## src/rtl/iob_reg_file_mp.sv

```systemverilog
// iob_reg_file_mp
//   Multi-port flop-based register file. Each of N_WR write ports has one write
//   enable per column. Each of N_RD read ports has its own enable, and its read
//   data is registered. All entries and all read registers clear on an async
//   reset (rst_n low) or on a synchronous clr pulse.
//
//   Optional feature macro: IOB_REG_FILE_MP_BYPASS_EN
//     defined   - write-through read. A read of an entry that is being written
//                 in the same cycle returns the new column data.
//     undefined - read-first. A read returns the data stored before the edge.
//
// Ports (port k of a packed vector occupies slice [k*W +: W])
//   clk    in   1                  rising-edge clock
//   rst_n  in   1                  asynchronous active-low reset
//   clr    in   1                  synchronous clear of all entries and rdata
//   we     in   N_WR*NUM_COL       per-port, per-column write enables
//   waddr  in   N_WR*ADDR_W        write addresses
//   wdata  in   N_WR*DATA_W        write data
//   re     in   N_RD               read enables
//   raddr  in   N_RD*ADDR_W        read addresses
//   rdata  out  N_RD*DATA_W        registered read data
module iob_reg_file_mp #(
  parameter int NUM_COL = 2,
  parameter int COL_W   = 8,
  parameter int ADDR_W  = 4,
  parameter int DEPTH   = 16,
  parameter int N_WR    = 2,
  parameter int N_RD    = 2
) (
  input  logic                          clk,
  input  logic                          rst_n,
  input  logic                          clr,
  input  logic [N_WR*NUM_COL-1:0]       we,
  input  logic [N_WR*ADDR_W-1:0]        waddr,
  input  logic [N_WR*NUM_COL*COL_W-1:0] wdata,
  input  logic [N_RD-1:0]               re,
  input  logic [N_RD*ADDR_W-1:0]        raddr,
  output logic [N_RD*NUM_COL*COL_W-1:0] rdata
);

  localparam int DATA_W = NUM_COL * COL_W;

  logic [DATA_W-1:0]      mem_q  [DEPTH];
  logic [DATA_W-1:0]      mem_d  [DEPTH];
  logic [DATA_W-1:0]      mem_wr [DEPTH];
  logic [DATA_W-1:0]      rd_word [N_RD];
  logic [N_RD*DATA_W-1:0] rdata_q;
  logic [N_RD*DATA_W-1:0] rdata_d;

  assign rdata = rdata_q;

  // Merge all write ports into the storage image. Ports are applied in
  // ascending order, so the highest port index wins each column on a
  // collision. An address at or above DEPTH never matches an entry, so that
  // write is dropped.
  always_comb begin
    for (int e = 0; e < DEPTH; e++) begin
      mem_wr[e] = mem_q[e];
    end
    for (int k = 0; k < N_WR; k++) begin
      for (int c = 0; c < NUM_COL; c++) begin
        if (we[k*NUM_COL+c]) begin
          for (int e = 0; e < DEPTH; e++) begin
            if (waddr[k*ADDR_W +: ADDR_W] == ADDR_W'(e)) begin
              mem_wr[e][c*COL_W +: COL_W] = wdata[k*DATA_W + c*COL_W +: COL_W];
            end
          end
        end
      end
    end
    for (int e = 0; e < DEPTH; e++) begin
      mem_d[e] = clr ? '0 : mem_wr[e];
    end
  end

  // Read mux. An out-of-range address matches no entry and returns zero.
  always_comb begin
    for (int j = 0; j < N_RD; j++) begin
      rd_word[j] = '0;
      for (int e = 0; e < DEPTH; e++) begin
        if (raddr[j*ADDR_W +: ADDR_W] == ADDR_W'(e)) begin
`ifdef IOB_REG_FILE_MP_BYPASS_EN
          rd_word[j] = mem_wr[e];
`else
          rd_word[j] = mem_q[e];
`endif
        end
      end
    end
  end

  always_comb begin
    rdata_d = rdata_q;
    for (int j = 0; j < N_RD; j++) begin
      if (clr) begin
        rdata_d[j*DATA_W +: DATA_W] = '0;
      end else if (re[j]) begin
        rdata_d[j*DATA_W +: DATA_W] = rd_word[j];
      end
    end
  end

  always_ff @(posedge clk or negedge rst_n) begin
    if (!rst_n) begin
      for (int e = 0; e < DEPTH; e++) begin
        mem_q[e] <= '0;
      end
      rdata_q <= '0;
    end else begin
      for (int e = 0; e < DEPTH; e++) begin
        mem_q[e] <= mem_d[e];
      end
      rdata_q <= rdata_d;
    end
  end

endmodule

```

## config.mk

```make
export PLATFORM = sky130hd
export DESIGN_NAME = iob_reg_file_mp
export DESIGN_NICKNAME = d
export VERILOG_FILES = /design/src/rtl/iob_reg_file_mp.sv
export SDC_FILE = /design/constraint.sdc
export NUM_CORES = 1
export LEC_CHECK = 0
export ABC_AREA = 0
export ABC_CLOCK_PERIOD_IN_PS = 2200
export BUFFER_PORTS_ARGS = -buffer_cell sky130_fd_sc_hd__buf_4
export CORE_ASPECT_RATIO = 0.75
export CORE_MARGIN = 2
export CORE_UTILIZATION = 30
export DETAILED_ROUTE_END_ITERATION = 12
export PLACE_DENSITY = 0.49
export SKIP_CTS_REPAIR_TIMING = 1
export SLEW_MARGIN = 20
export SYNTH_ARGS = -nofsm -noshare
export SYNTH_HDL_FRONTEND = slang
export SYNTH_SLANG_ARGS = --single-unit
```

## constraint.sdc

```tcl
create_clock -name clk -period 2.2 [get_ports clk]
set_input_delay 0.33 -clock clk [delete_from_list [all_inputs] [get_ports clk]]
set_output_delay 0.33 -clock clk [all_outputs]
set_load 0.005 [all_outputs]
```

==> metrics, run 1 <==
status complete, but fails checks; violated checks negative setup slack; met3 usage 8.20%; Pwr Density 602 nW/um^2; Port Buffers 88; switching pwr 4.44 mW; share of post-route cells with drive strength above 1 20.6%; sequential power share 40.1%; Storage cell area 7210 um^2; Max-slew headroom 36.5%; core area 63,700 um^2; filler cell count 6,585; Req. time, crit path 2.63 ns; share of Yosys cell area claimed by the top area cell type 37.3%; largest net degree at the start of global routing 127; Critical Path Fanout Max 3; largest area contributor in the netlist dfrtp_1; Tot Pwr 14.2 mW; Fmax 0.451 GHz; vias in the first global route 18,700; HP Start clr; post-detailed-route count of antenna-violating nets 0; die height 224 um; Setup-failing EPs final 1; Die W 297 um; Post-synth ARST share 100%; RSZ-0062 raised after global routing no; final-stage net count 2,442; Critical Path AT 2.65 ns; Synth Instances 2,204; Layout Skew 0.0187 ns; register area share after synthesis 37.3%; final setup margin -0.0192 ns; critical path class reg2reg; H-tree Lvls 2; total global-route track usage 29.8%; met1 usage 45.8%; first-pass GRT wire length 144 mm; total leakage power 9.71 nW; initial core utilization 30.4%; Row Count 80; Synthesized Nets 2,261; DRC errors left 0; Post-synth EDFFs 0; root buffer cell clkbuf_16; Post-DP Area 22,500 um^2; CTS buffer count 37; area of the multi-input gates 11,100 um^2; Hold Crit Class in2reg; Comb power frac 17.8%; post-DP HPWL 75.2 mm; Detailed Route WL 101 mm; Hold WS 0.0130 ns; element type at the critical path end flop; Post-synth top flop dfrtp_1; synth warn 0; Tightest Pin Transition 0.945 ns; Pre-Repair DR Iteration Count 7; r2r startpoint mem_q[244]; Sink Count 288; via count 19,900; Slew Limit Fails 0; post-route minimum period 2.22 ns; Syn Std Cell Area 19,300 um^2; setup_tns -0.0192 ns; synthesis-to-layout area growth 22.2%; Max clock buf depth 3; antenna violations before repair 1; commonest non-fill, non-tap cell in the layout nor2_1; Worst-Skew Late Latency 0.56 ns; Critical Path Start mem_q[244]; post-layout util 37.1%; Sw Ratio 31.2%; Max IR drop VDD 0.000334 V; Ports 89; Int Power 9.80 mW; Iter 0 DRT Violations 3,027; max_cap viols 0; Area contributors post-synth dfrtp_1 (37%), mux2i_1 (12%), a211oi_1 (8.2%); grt total ovfl 0; commonest non-fill, non-tap cells in the layout nor2_1 (368), buf_4 (344), dfrtp_1 (288), mux2i_1 (234), a211oi_1 (211); GRT Max-Usage Layer met1; die area 66,500 um^2; fin crit share 101%; Clock transition at path regs 0.06 ns; M2 GR Usage 40.4%; ant diodes 0; Syn Area/Cell 8.77 um^2; CTS tree yes; Final Instance Area 23,600 um^2; synth unique cells 74; global placement routability congestion 0.997; WL/cell 31.0 um; Final Hold Viols 0; Worst setup SP type flop; Vias/cell 6.09; FF+latch count, synth 288; Clock Power Share 42.1%
cells by family after synthesis:
group,synth area share (%)
flops,37.3
simple gates,16.3
compound gates,25.4
buf+inv,5.35
mux,15.6
state kept, by name, summed over array words and instances (netlist names):
| name | flops |
|---|---|
| mem_q | 256 |
| rdata | 32 |
worst paths after layout:
| kind | cells after the start | endpoint | slack [ns] |
|---|---|---|---|
| worst max-delay path | 6 | rdata[4] | -0.02 |
| worst min-delay path | 2 | mem_q[34] | 0.01 |
| worst max register to register | 6 | rdata[4] | -0.02 |
| worst min register to register | 1 | rdata[16] | 0.52 |
| max in group asynchronous | 4 | mem_q[71] | 1.11 |
| min in group asynchronous | 2 | mem_q[235] | 0.24 |
metal layers:
| metal | part of all wire, % | wire length [um] |
|---|---|---|
| met1 | 48 | 48300 |
| met2 | 39 | 39700 |
| met3 | 11 | 10800 |
| met4 | 2.3 | 2310 |
| met5 | 0.11 | 111 |
cell type report:
cell class / count / share of cell area (%)
flip-flops and latches: 288 / 30.5
clock inverters: 11 / 0.487
multi-input cells: 1675 / 47.1
clock buffers: 45 / 4.26
inverters: 15 / 0.238
repair buffers: 368 / 12.9
well taps: 861 / 4.56
power by group through the flow:
stage	clock (mW)	sequential, mW	combinational (mW)
floorplan	0	5.66	1.17
global placement	0	5.79	2.43
detailed placement	0	5.79	2.44
CTS	6.06	5.70	2.45
global route	6.27	5.71	2.65
finish	6.00	5.70	2.54
worst max-delay path: stages (launching register included):
cell and delay (ns):
dfrtp_1 0.41, mux2_2 0.32, a22oi_1 0.39, a21oi_1 0.15, o32ai_2 0.55, buf_4 0.21, a21oi_1 0.06
synthesized netlist by cell type, drive strengths merged (8+ instances only):
cell,number
mux4,15
o21ai,136
o22ai,11
inv,13
nand3,32
o221ai,17
a211oi,211
a22oi,42
a221oi,26
o32ai,9
o211ai,11
clkbuf,142
a22o,13
dfrtp,288
a32oi,8
nor3,15
nor2,387
nand2b,17
a311oi,62
and3b,9
buf,84
mux2i,234
a21oi,75
mux2,30
nor2b,28
nand2,168
metrics by stage:
stage	cells	setup slack, ns
2_1_floorplan	2204	0.423
3_3_place_gp	3206	-0.453
3_5_place_dp	3206	-0.441
4_1_cts	3262	-0.225
5_1_grt	3263	0.0338
6_report	3263	-0.0192
No activity file was read; power rests on OpenSTA's default activity.
==> run 2, diff against run 1 <==
==> constraint.sdc (replaced) <==
create_clock -name clk -period 2.2 [get_ports clk]
set_input_delay 0.44 -clock clk [delete_from_list [all_inputs] [get_ports clk]]
set_output_delay 0.44 -clock clk [all_outputs]
set_load 0.005 [all_outputs]
==> run 2 against run 1 <==
Effect of this change:
- the run still ends with negative setup slack left
- via count about the same
- cell count up 0.52%
- utilization grew 0.43 points
- flip-flop and latch count is the same
- sequential share of layout area fell by 0.35 points
- critical path type unchanged
- hold slack better by 0.29 ns
- cell area is 1.2% higher
==> metrics, run 2 (synthesis results as in run 1) <==
Critical Path Fanout Max 3 (unchanged); final setup margin -0.358 ns (was -0.0192 ns); largest net degree at the start of global routing 144 (was 127); Hold Crit Class in2reg (unchanged); Die W 297 um (unchanged); DRC errors left 0 (unchanged); met3 routed WL 11.1 mm (was 10.8 mm); total leakage power 9.83 nW (was 9.71 nW); CTS buffer count 36 (was 37); share of post-route cells with drive strength above 1 21.2% (was 20.6%); Iter 0 DRT Violations 2,773 (was 3,027); Slew Limit Fails 0 (unchanged); post-DP HPWL 73.5 mm (was 75.2 mm); root buffer cell clkbuf_16 (unchanged); Pre-Repair DR Iteration Count 6 (was 7); Tot Pwr 14.5 mW (was 14.2 mW); Tightest Pin Transition 1.06 ns (was 0.945 ns); RSZ-0062 raised after global routing yes (was no); filler cell count 6,545 (was 6,585); Detailed Route WL 101 mm (about the same); FF-to-FF End rdata[29] (was rdata[4]); initial core utilization 30.4% (unchanged); number of flip-flops under the largest register name 256 (unchanged); Sink Count 288 (unchanged); Pwr Density 605 nW/um^2 (was 602 nW/um^2); max_cap viols 0 (unchanged); total global-route track usage 29.7% (was 29.8%); Fmax 0.391 GHz (was 0.451 GHz); final-stage net count 2,452 (was 2,442); Setup-failing EPs final 1 (unchanged); Clock transition at path regs 0.06 ns (about the same); Max-slew headroom 28.7% (was 36.5%); post-placement cell count 3,217 (was 3,206); violated checks negative setup slack (unchanged); post-route minimum period 2.56 ns (was 2.22 ns); HP Start wdata[3] (was clr); Worst-Skew Late Latency 0.56 ns (about the same); fin crit share 116% (was 101%); Worst setup SP type flop (unchanged); r2r startpoint mem_q[205] (was mem_q[244]); Top reg by flops mem_q (unchanged); WHS Path Cells 3 (was 2); M1 WL 48.2 mm (was 48.3 mm); Layout Skew 0.0141 ns (was 0.0187 ns); global placement routability congestion 1.04 (was 0.997); Ports 89 (unchanged); Port Buffers 88 (unchanged); status complete, but fails checks (unchanged); ant diodes 0 (unchanged); antenna violations before repair 1 (unchanged); via count 19,900 (about the same); Vias/cell 6.06 (was 6.09); H-tree Lvls 2 (unchanged); Final Hold Viols 0 (unchanged); Max IR drop VDD 0.000346 V (was 0.000334 V); Post-DP Area 22,700 um^2 (was 22,500 um^2); post-detailed-route count of antenna-violating nets 0 (unchanged); vias in the first global route 18,700 (about the same); R2R Setup Slk -0.36 ns (was -0.02 ns); Non-Filler Instances 3,280 (was 3,263); highest routed layer met4 (was met5); Req. time, crit path 2.57 ns (was 2.63 ns); core area 63,700 um^2 (unchanged); Hold EP mem_q[115] (was mem_q[34]); grt total ovfl 0 (unchanged); FF-to-FF path depth 4 (was 6); post-layout util 37.6% (was 37.1%); Critical Path AT 2.93 ns (was 2.65 ns); WL/cell 30.7 um (was 31.0 um); Storage cell area 7210 um^2 (unchanged); met2 WL 39.5 mm (was 39.7 mm); commonest non-fill, non-tap cell in the layout nor2_1 (unchanged); element type at the critical path end flop (unchanged); synthesis-to-layout area growth 23.6% (was 22.2%); Row Count 80 (unchanged); area of the multi-input gates 11,100 um^2 (about the same); Final Instance Area 23,900 um^2 (was 23,600 um^2); CTS tree yes (unchanged); Max clock buf depth 3 (unchanged); critical path class reg2reg (unchanged); first-pass GRT wire length 144 mm (about the same); setup_tns -0.358 ns (was -0.0192 ns); die height 224 um (unchanged); commonest non-fill, non-tap cells in the layout nor2_1 (368), buf_4 (346), dfrtp_1 (288), mux2i_1 (234), a211oi_1 (211) (was nor2_1 (368), buf_4 (344), dfrtp_1 (288), mux2i_1 (234), a211oi_1 (211)); die area 66,500 um^2 (unchanged)
## run 2: cell count changes in the layout (fill, tap and decap cells not counted), sizes merged
cell,change
clkbuf,+5
clkinv,-1
buf,+11
bufinv,+1
inv,+1
## run 2: final cells by class
cell class	instances	share of cell area, %
Tap cell	861	4.51
Clock inverter	12	0.607
Sequential cell	288	30.1
Inverter	15	0.235
Multi-Input combinational cell	1675	46.6
Clock buffer	50	4.37
Timing Repair Buffer	379	13.5
## run 2: worst max-delay path by stage
stage | from | end | slack (ns) | depth (start not counted)
6_report | mem_q[205] | rdata[29] | -0.36 | 4
5_1_grt | mem_q[205] | rdata[29] | -0.26 | 4
4_1_cts | mem_q[205] | rdata[29] | -0.22 | 4
3_5_place_dp | raddr[5] | rdata[29] | -0.59 | 8
3_3_place_gp | raddr[1] | rdata[0] | -0.60 | 9
2_1_floorplan | raddr[4] | rdata[29] | 0.31 | 5
## run 2: stage by stage
step / setup WS [ns] / hold WS, ns
after floorplan: 0.313 / 0.144
after global placement: -0.596 / 0.304
after detailed placement: -0.590 / 0.306
after CTS: -0.218 / -0.282
after global routing: -0.264 / 0.295
final: -0.358 / 0.303
## run 2: routing by layer
layer  global-route usage [%]  vias to the layer above
li1                         -                     8640
met1                     46.4                     9947
met2                     39.7                     1173
met3                     8.07                      120
met4                     6.71                        0
met5                        0                        -
## run 2: power breakdown
part / total, mW / internal (mW) / leakage [nW] / switching (mW)
Combinational: 2.55 / 0.883 / 5.28 / 1.66
Clock: 6.22 / 3.67 / 0.588 / 2.55
Sequential: 5.70 / 5.47 / 3.97 / 0.233
Total: 14.5 / 10.0 / 9.83 / 4.45
## run 2: critical path: stages, from the launching register on
cell and delay [ns]:
dfrtp_1 0.40, mux4_2 0.51, a221o_1 0.44, a222oi_1 0.82, o22ai_1 0.20
